===== config.mk =====
export PLATFORM = sky130hd
export DESIGN_NAME = om_sd_tx
export DESIGN_NICKNAME = d
export VERILOG_FILES = /design/src/rtl/om_pkg.sv /design/src/rtl/om_sd_recode.sv /design/src/rtl/om_sd_tx.sv
export SDC_FILE = /design/constraint.sdc
export NUM_CORES = 1
export LEC_CHECK = 0
export BUFFER_PORTS_ARGS = -buffer_cell sky130_fd_sc_hd__buf_4
export CAP_MARGIN = 5
export CORE_MARGIN = 10
export CORE_UTILIZATION = 29
export CTS_CLUSTER_DIAMETER = 200
export DETAILED_ROUTE_END_ITERATION = 10
export GPL_TIMING_DRIVEN = 0
export PLACE_DENSITY = 0.52
export SYNTH_ARGS = -nofsm -noshare
export SYNTH_HDL_FRONTEND = slang
export SYNTH_SLANG_ARGS = --single-unit

===== constraint.sdc =====
create_clock -name clk -period 2.45 [get_ports clk]
set_input_delay 0.49 -clock clk [delete_from_list [all_inputs] [get_ports clk]]
set_output_delay 0.49 -clock clk [all_outputs]
set_load 0.02 [all_outputs]

===== src/rtl/om_pkg.sv =====
// Shared definitions for the radix-2 online multiplier datapath:
// signed-digit codes and the transmitter state encoding.
package om_pkg;

    localparam logic [1:0] SD_POS  = 2'b10;
    localparam logic [1:0] SD_NEG  = 2'b01;
    localparam logic [1:0] SD_ZERO = 2'b00;

    typedef enum logic [1:0] {
        IDLE,
        DIGITS,
        PAD,
        DONE
    } state_t;

endpackage


===== src/rtl/om_sd_recode.sv =====
// Maps one two's-complement bit to a radix-2 signed digit; the sign bit
// (first digit) carries negative weight, every other bit positive weight.
module om_sd_recode
    import om_pkg::*;
(
    input  logic       msb,
    input  logic       is_first,
    output logic [1:0] dig
);

    always_comb begin
        dig = SD_ZERO;
        if (msb) begin
            dig = is_first ? SD_NEG : SD_POS;
        end
    end

endmodule


===== src/rtl/om_sd_tx.sv =====
// Streams two loaded operands MSD-first as signed digits, then ONLINE_DELAY
// zero pad digits; outputs are registered and hold while dig_ready is low.
module om_sd_tx
    import om_pkg::*;
#(
    parameter int N            = 8,
    parameter int ONLINE_DELAY = 2
) (
    input  logic         clk,
    input  logic         rst,
    input  logic         start,
    input  logic [N-1:0] a_in,
    input  logic [N-1:0] b_in,
    input  logic         dig_ready,
    output logic [1:0]   x,
    output logic [1:0]   y,
    output logic         dig_valid,
    output logic         dig_first,
    output logic         dig_last,
    output logic         busy,
    output logic         done
);

    localparam int TOTAL = N + ONLINE_DELAY;
    localparam int CW    = $clog2(TOTAL + 1);
    localparam logic [CW-1:0] CNT_N = CW'(N);
    localparam logic [CW-1:0] CNT_T = CW'(TOTAL);

    state_t        state, state_nx;
    logic [N-1:0]  sa, sb, sa_nx, sb_nx;
    logic [CW-1:0] cnt, cnt_nx, cnt_inc, cnt_inc2;
    logic [1:0]    x_nx, y_nx, rx, ry;
    logic          vld_nx, first_nx, last_nx, busy_nx, done_nx;
    logic          accept, rec_first, rec_msb_a, rec_msb_b;

    // In IDLE the first digit comes straight from the operand inputs so it
    // can be registered on the same edge that accepts start.
    assign rec_first = (state == IDLE);
    assign rec_msb_a = rec_first ? a_in[N-1] : sa[N-1];
    assign rec_msb_b = rec_first ? b_in[N-1] : sb[N-1];

    om_sd_recode u_rec_x (.msb(rec_msb_a), .is_first(rec_first), .dig(rx));
    om_sd_recode u_rec_y (.msb(rec_msb_b), .is_first(rec_first), .dig(ry));

    assign accept   = dig_valid & dig_ready;
    assign cnt_inc  = cnt + CW'(1);
    assign cnt_inc2 = cnt + CW'(2);

    always_comb begin
        state_nx = state;
        sa_nx    = sa;
        sb_nx    = sb;
        cnt_nx   = cnt;
        x_nx     = x;
        y_nx     = y;
        vld_nx   = dig_valid;
        first_nx = dig_first;
        last_nx  = dig_last;
        done_nx  = 1'b0;
        case (state)
            IDLE: begin
                if (start) begin
                    state_nx = DIGITS;
                    sa_nx    = {a_in[N-2:0], 1'b0};
                    sb_nx    = {b_in[N-2:0], 1'b0};
                    cnt_nx   = '0;
                    x_nx     = rx;
                    y_nx     = ry;
                    vld_nx   = 1'b1;
                    first_nx = 1'b1;
                    last_nx  = 1'b0;
                end
            end
            DIGITS: begin
                if (accept) begin
                    cnt_nx   = cnt_inc;
                    first_nx = 1'b0;
                    if (cnt_inc == CNT_N) begin
                        x_nx = SD_ZERO;
                        y_nx = SD_ZERO;
                        if (ONLINE_DELAY == 0) begin
                            state_nx = DONE;
                            vld_nx   = 1'b0;
                            last_nx  = 1'b0;
                            done_nx  = 1'b1;
                        end else begin
                            state_nx = PAD;
                            last_nx  = (cnt_inc2 == CNT_T);
                        end
                    end else begin
                        x_nx    = rx;
                        y_nx    = ry;
                        sa_nx   = {sa[N-2:0], 1'b0};
                        sb_nx   = {sb[N-2:0], 1'b0};
                        last_nx = (cnt_inc2 == CNT_T);
                    end
                end
            end
            PAD: begin
                if (accept) begin
                    cnt_nx = cnt_inc;
                    if (cnt_inc == CNT_T) begin
                        state_nx = DONE;
                        vld_nx   = 1'b0;
                        last_nx  = 1'b0;
                        done_nx  = 1'b1;
                    end else begin
                        last_nx = (cnt_inc2 == CNT_T);
                    end
                end
            end
            DONE: begin
                state_nx = IDLE;
            end
            default: begin
                state_nx = IDLE;
                vld_nx   = 1'b0;
                first_nx = 1'b0;
                last_nx  = 1'b0;
                x_nx     = SD_ZERO;
                y_nx     = SD_ZERO;
            end
        endcase
        busy_nx = (state_nx != IDLE);
    end

    always_ff @(posedge clk or posedge rst) begin
        if (rst) begin
            state     <= IDLE;
            sa        <= '0;
            sb        <= '0;
            cnt       <= '0;
            x         <= SD_ZERO;
            y         <= SD_ZERO;
            dig_valid <= 1'b0;
            dig_first <= 1'b0;
            dig_last  <= 1'b0;
            busy      <= 1'b0;
            done      <= 1'b0;
        end else begin
            state     <= state_nx;
            sa        <= sa_nx;
            sb        <= sb_nx;
            cnt       <= cnt_nx;
            x         <= x_nx;
            y         <= y_nx;
            dig_valid <= vld_nx;
            dig_first <= first_nx;
            dig_last  <= last_nx;
            busy      <= busy_nx;
            done      <= done_nx;
        end
    end

endmodule

==> impl_metrics.env <==
export IMPL_grt_first_pass_wirelength_microns=6370
export IMPL_tritoncts="yes"
export IMPL_synth_seq_cells=29
export IMPL_cts_hold_buf=0
export IMPL_timing_max_transition_violations_final=0
export IMPL_grt_pass1_vias=1289
export IMPL_synth_edf_count=0
export IMPL_hold_viol=0
export IMPL_viasPerCell=4.69
export IMPL_detail_route_drc_violations=0
export IMPL_crit_path_max_incr_delay_ps=480
export IMPL_worst_slew_margin_rel=0.265
export IMPL_outcome="finished, final reports clean"
export IMPL_globalRouteTotalUtil=0.0903
export IMPL_maxClockFrequency_mhz=452
export IMPL_routedWlPerCell_microns=14.5
export IMPL_criticalPathCategory="flip-flop to flip-flop"
export IMPL_synth_cell_type_count=38
export IMPL_cp_max_fo=10
export IMPL_grt_setup_unrepaired="no"
export IMPL_core_area_sq_um=5470
export IMPL_cts_post_setup_buffers_inserted=0
export IMPL_critical_path_cell_count=6
export IMPL_die_width_microns=94.7
export IMPL_synth_simple_area_share=0.108
export IMPL_critical_path_endpoint_type="flip-flop"
export IMPL_post_synthesis_compound_gate_area_fraction=0.142
export IMPL_crit_chain="ha_1 > xnor2_1 > o211ai_2 > o21bai_4 > buf_6 > mux2_4"
export IMPL_fp_dieH_microns=94.7
export IMPL_layout_drive_gt1_share=0.372
export IMPL_post_cts_resize_count=0
export IMPL_power_density_nw_per_um2=481
export IMPL_insertion_delay_ps=280
export IMPL_totalWireLength_microns=3670
export IMPL_cp_arrival_ps=2380
export IMPL_dr_pass1_iters=4
export IMPL_largest_family_of_logic_cells_by_synthesized_area="multiplexers"
export IMPL_initial_utilization=0.296
export IMPL_clockRootBuffer="sky130_fd_sc_hd__clkbuf_8"
export IMPL_totalNegativeSetupSlack_ps=0
export IMPL_globalplace_congestion=0.763
export IMPL_number_of_clock_sinks=29
export IMPL_final_cell_mix="sky130_fd_sc_hd__dfrtp_1, sky130_fd_sc_hd__buf_4, sky130_fd_sc_hd__mux2_2"
export IMPL_placement_rows=27
export IMPL_crit_path_top_delay_cell="sky130_fd_sc_hd__dfrtp_1"
export IMPL_seq_area_frac_synth=0.449
export IMPL_dp_wirelength_microns=2750
export IMPL_number_of_antenna_violations_at_the_first_check_in_global_routing=0
export IMPL_fin_worst_skew_ps=7.21
export IMPL_clkSlewWorstSetupHoldPaths_ps=70
export IMPL_min_delay_path_depth=2
export IMPL_post_synth_adder_cell_area=0.0696
export IMPL_power_leakage_nw=0.959
export IMPL_num_io_pins=29
export IMPL_grt_overflow_total=0
export IMPL_syn_avg_cell_area_sq_um=11.2
export IMPL_cp_num_buf_inv=1
export IMPL_min_period_over_period=0.903
export IMPL_post_route_min_period_ps=2210
export IMPL_route_vias_total=1181
export IMPL_register_area_sq_um=726
export IMPL_largest_net_degree_at_the_start_of_global_routing=30
export IMPL_cp_required_ps=2610
export IMPL_timing_reg2reg_worst_path_depth=6
export IMPL_synth_xor_xnor_area_share=0.0108
export IMPL_synth_cell_area_sq_um=1620
export IMPL_vdd_ir_drop_worst_v=0.000248
export IMPL_ys_warn_count=0
export IMPL_synthCells=144
export IMPL_fill_cells=544
export IMPL_mappedNetlistNets=173
export IMPL_multi_input_combinational_cell_area_sq_um=827
export IMPL_detailedRoute_firstIterationViolations=71
export IMPL_setup_violations_final=0
export IMPL_cts_root_to_sink_buffers=2
export IMPL_placement_io_buffers=28
export IMPL_die_area_sq_um=8970
export IMPL_layout_cells_most_common="sky130_fd_sc_hd__dfrtp_1"
export IMPL_yosys_most_used_dff="sky130_fd_sc_hd__dfrtp_1"
export IMPL_muxShareOfSynthArea=0.181
export IMPL_crit_family="flip-flops"
export IMPL_timing_max_cap_violations=0
export IMPL_startpoint_kind_of_the_worst_setup_timing_path="flip-flop"
export IMPL_cts_max_level=2
export IMPL_timing_hold_worst_class="primary input to flip-flop"
export IMPL_final_design_area_no_fill_sq_um=2020
export IMPL_number_of_cts_inserted_buffers=5
export IMPL_final_nets=208
export IMPL_insertedDiodeCount=0
export IMPL_worst_slew_pin_transition_ps=1100
export IMPL_ant_nets=0
export IMPL_synthArstFlopShare=1.00
export IMPL_place_area_sq_um=1920
export IMPL_layout_stage_area_growth_over_the_synthesis_result_pct=24.8
stage by stage:
| stage | util | power, mW | worst slack [ps] | hold slack, ps | cells |
|---|---|---|---|---|---|
| after floorplan | - | 0.509 | 507 | 467 | 144 |
| after global placement | 0.350 | 0.537 | 255 | 466 | 244 |
| after detailed placement | 0.350 | 0.538 | 207 | 463 | 244 |
| after CTS | 0.369 | 0.980 | 192 | 422 | 252 |
| after global routing | 0.369 | 1.01 | 119 | 418 | 252 |
| final | 0.369 | 0.971 | 237 | 428 | 252 |
where the power goes:
| group | switching [mW] | internal (mW) |
|---|---|---|
| logic | 0.0177 | 0.0282 |
| clock network | 0.190 | 0.254 |
| registers | 0.000960 | 0.481 |
worst reg2reg max path, delay by kind of cell, from the launching register on:
kind / cells / cell delay (ps)
mux: 1 / 310
flops: 1 / 480
xor+xnor: 1 / 330
compound gates: 2 / 470
fa+ha+maj: 1 / 280
buf+inv: 1 / 220
cell usage after synthesis (3+ instances only):
| cell type | instances | share of area |
|---|---|---|
| sky130_fd_sc_hd__inv_1 | 8 | 0.019 |
| sky130_fd_sc_hd__mux2_4 | 6 | 0.056 |
| sky130_fd_sc_hd__nand2b_1 | 4 | 0.015 |
| sky130_fd_sc_hd__a21oi_1 | 3 | 0.0093 |
| sky130_fd_sc_hd__ha_1 | 9 | 0.070 |
| sky130_fd_sc_hd__nand3_1 | 3 | 0.0093 |
| sky130_fd_sc_hd__nor2_1 | 8 | 0.019 |
| sky130_fd_sc_hd__o21ai_0 | 12 | 0.037 |
| sky130_fd_sc_hd__mux2_2 | 18 | 0.13 |
| sky130_fd_sc_hd__dfrtp_1 | 29 | 0.45 |
| sky130_fd_sc_hd__nand2_1 | 12 | 0.028 |
state kept, by name (all words and copies together) (netlist names):
register / cells
busy: 1
cnt: 4
dig_first: 1
dig_last: 1
dig_valid: 1
done: 1
sa: 7
sb: 7
state: 2
x: 2
y: 2
final timing paths:
path	to	start	slack (ps)
worst max-delay path	sa[3]$_DFFE_PP0P_	cnt[0]$_DFFE_PP0P_	240
worst min-delay path	sb[1]$_DFFE_PP0P_	b_in[0]	430
worst max register to register	sa[3]$_DFFE_PP0P_	cnt[0]$_DFFE_PP0P_	240
worst min register to register	dig_last$_DFFE_PP0P_	dig_last$_DFFE_PP0P_	480
max in group asynchronous	sa[5]$_DFFE_PP0P_	rst	1290
min in group asynchronous	sb[6]$_DFFE_PP0P_	rst	490
area by class of cell:
class	count	area share
Buffer	5	0.0173
Inverter	8	0.0149
Multi-Input combinational cell	102	0.410
Tap cell	72	0.0446
Sequential cell	29	0.359
Clock inverter	1	0.00248
Clock buffer	7	0.0477
Timing Repair Buffer	28	0.104
kinds of logic (layout without fill, tap and decap cells):
family / count (synthesis) / count (layout)
AOI/OAI and AO/OA: 32 / 32
xor gates and xnor gates: 2 / 2
adders and majority gates: 9 / 9
buffers and inverters: 13 / 49
DFF: 29 / 29
muxes: 24 / 24
and+or+nand+nor: 35 / 35
layer usage:
metal | vias to the layer above | global-route usage | share of wire
li1 | 575 | - | -
met1 | 568 | 0.106 | 0.45
met2 | 32 | 0.142 | 0.47
met3 | 6 | 0.0428 | 0.068
met4 | 0 | 0.0299 | 0.0098
met5 | - | 0 | 0
(Power assumes the default switching activity.)
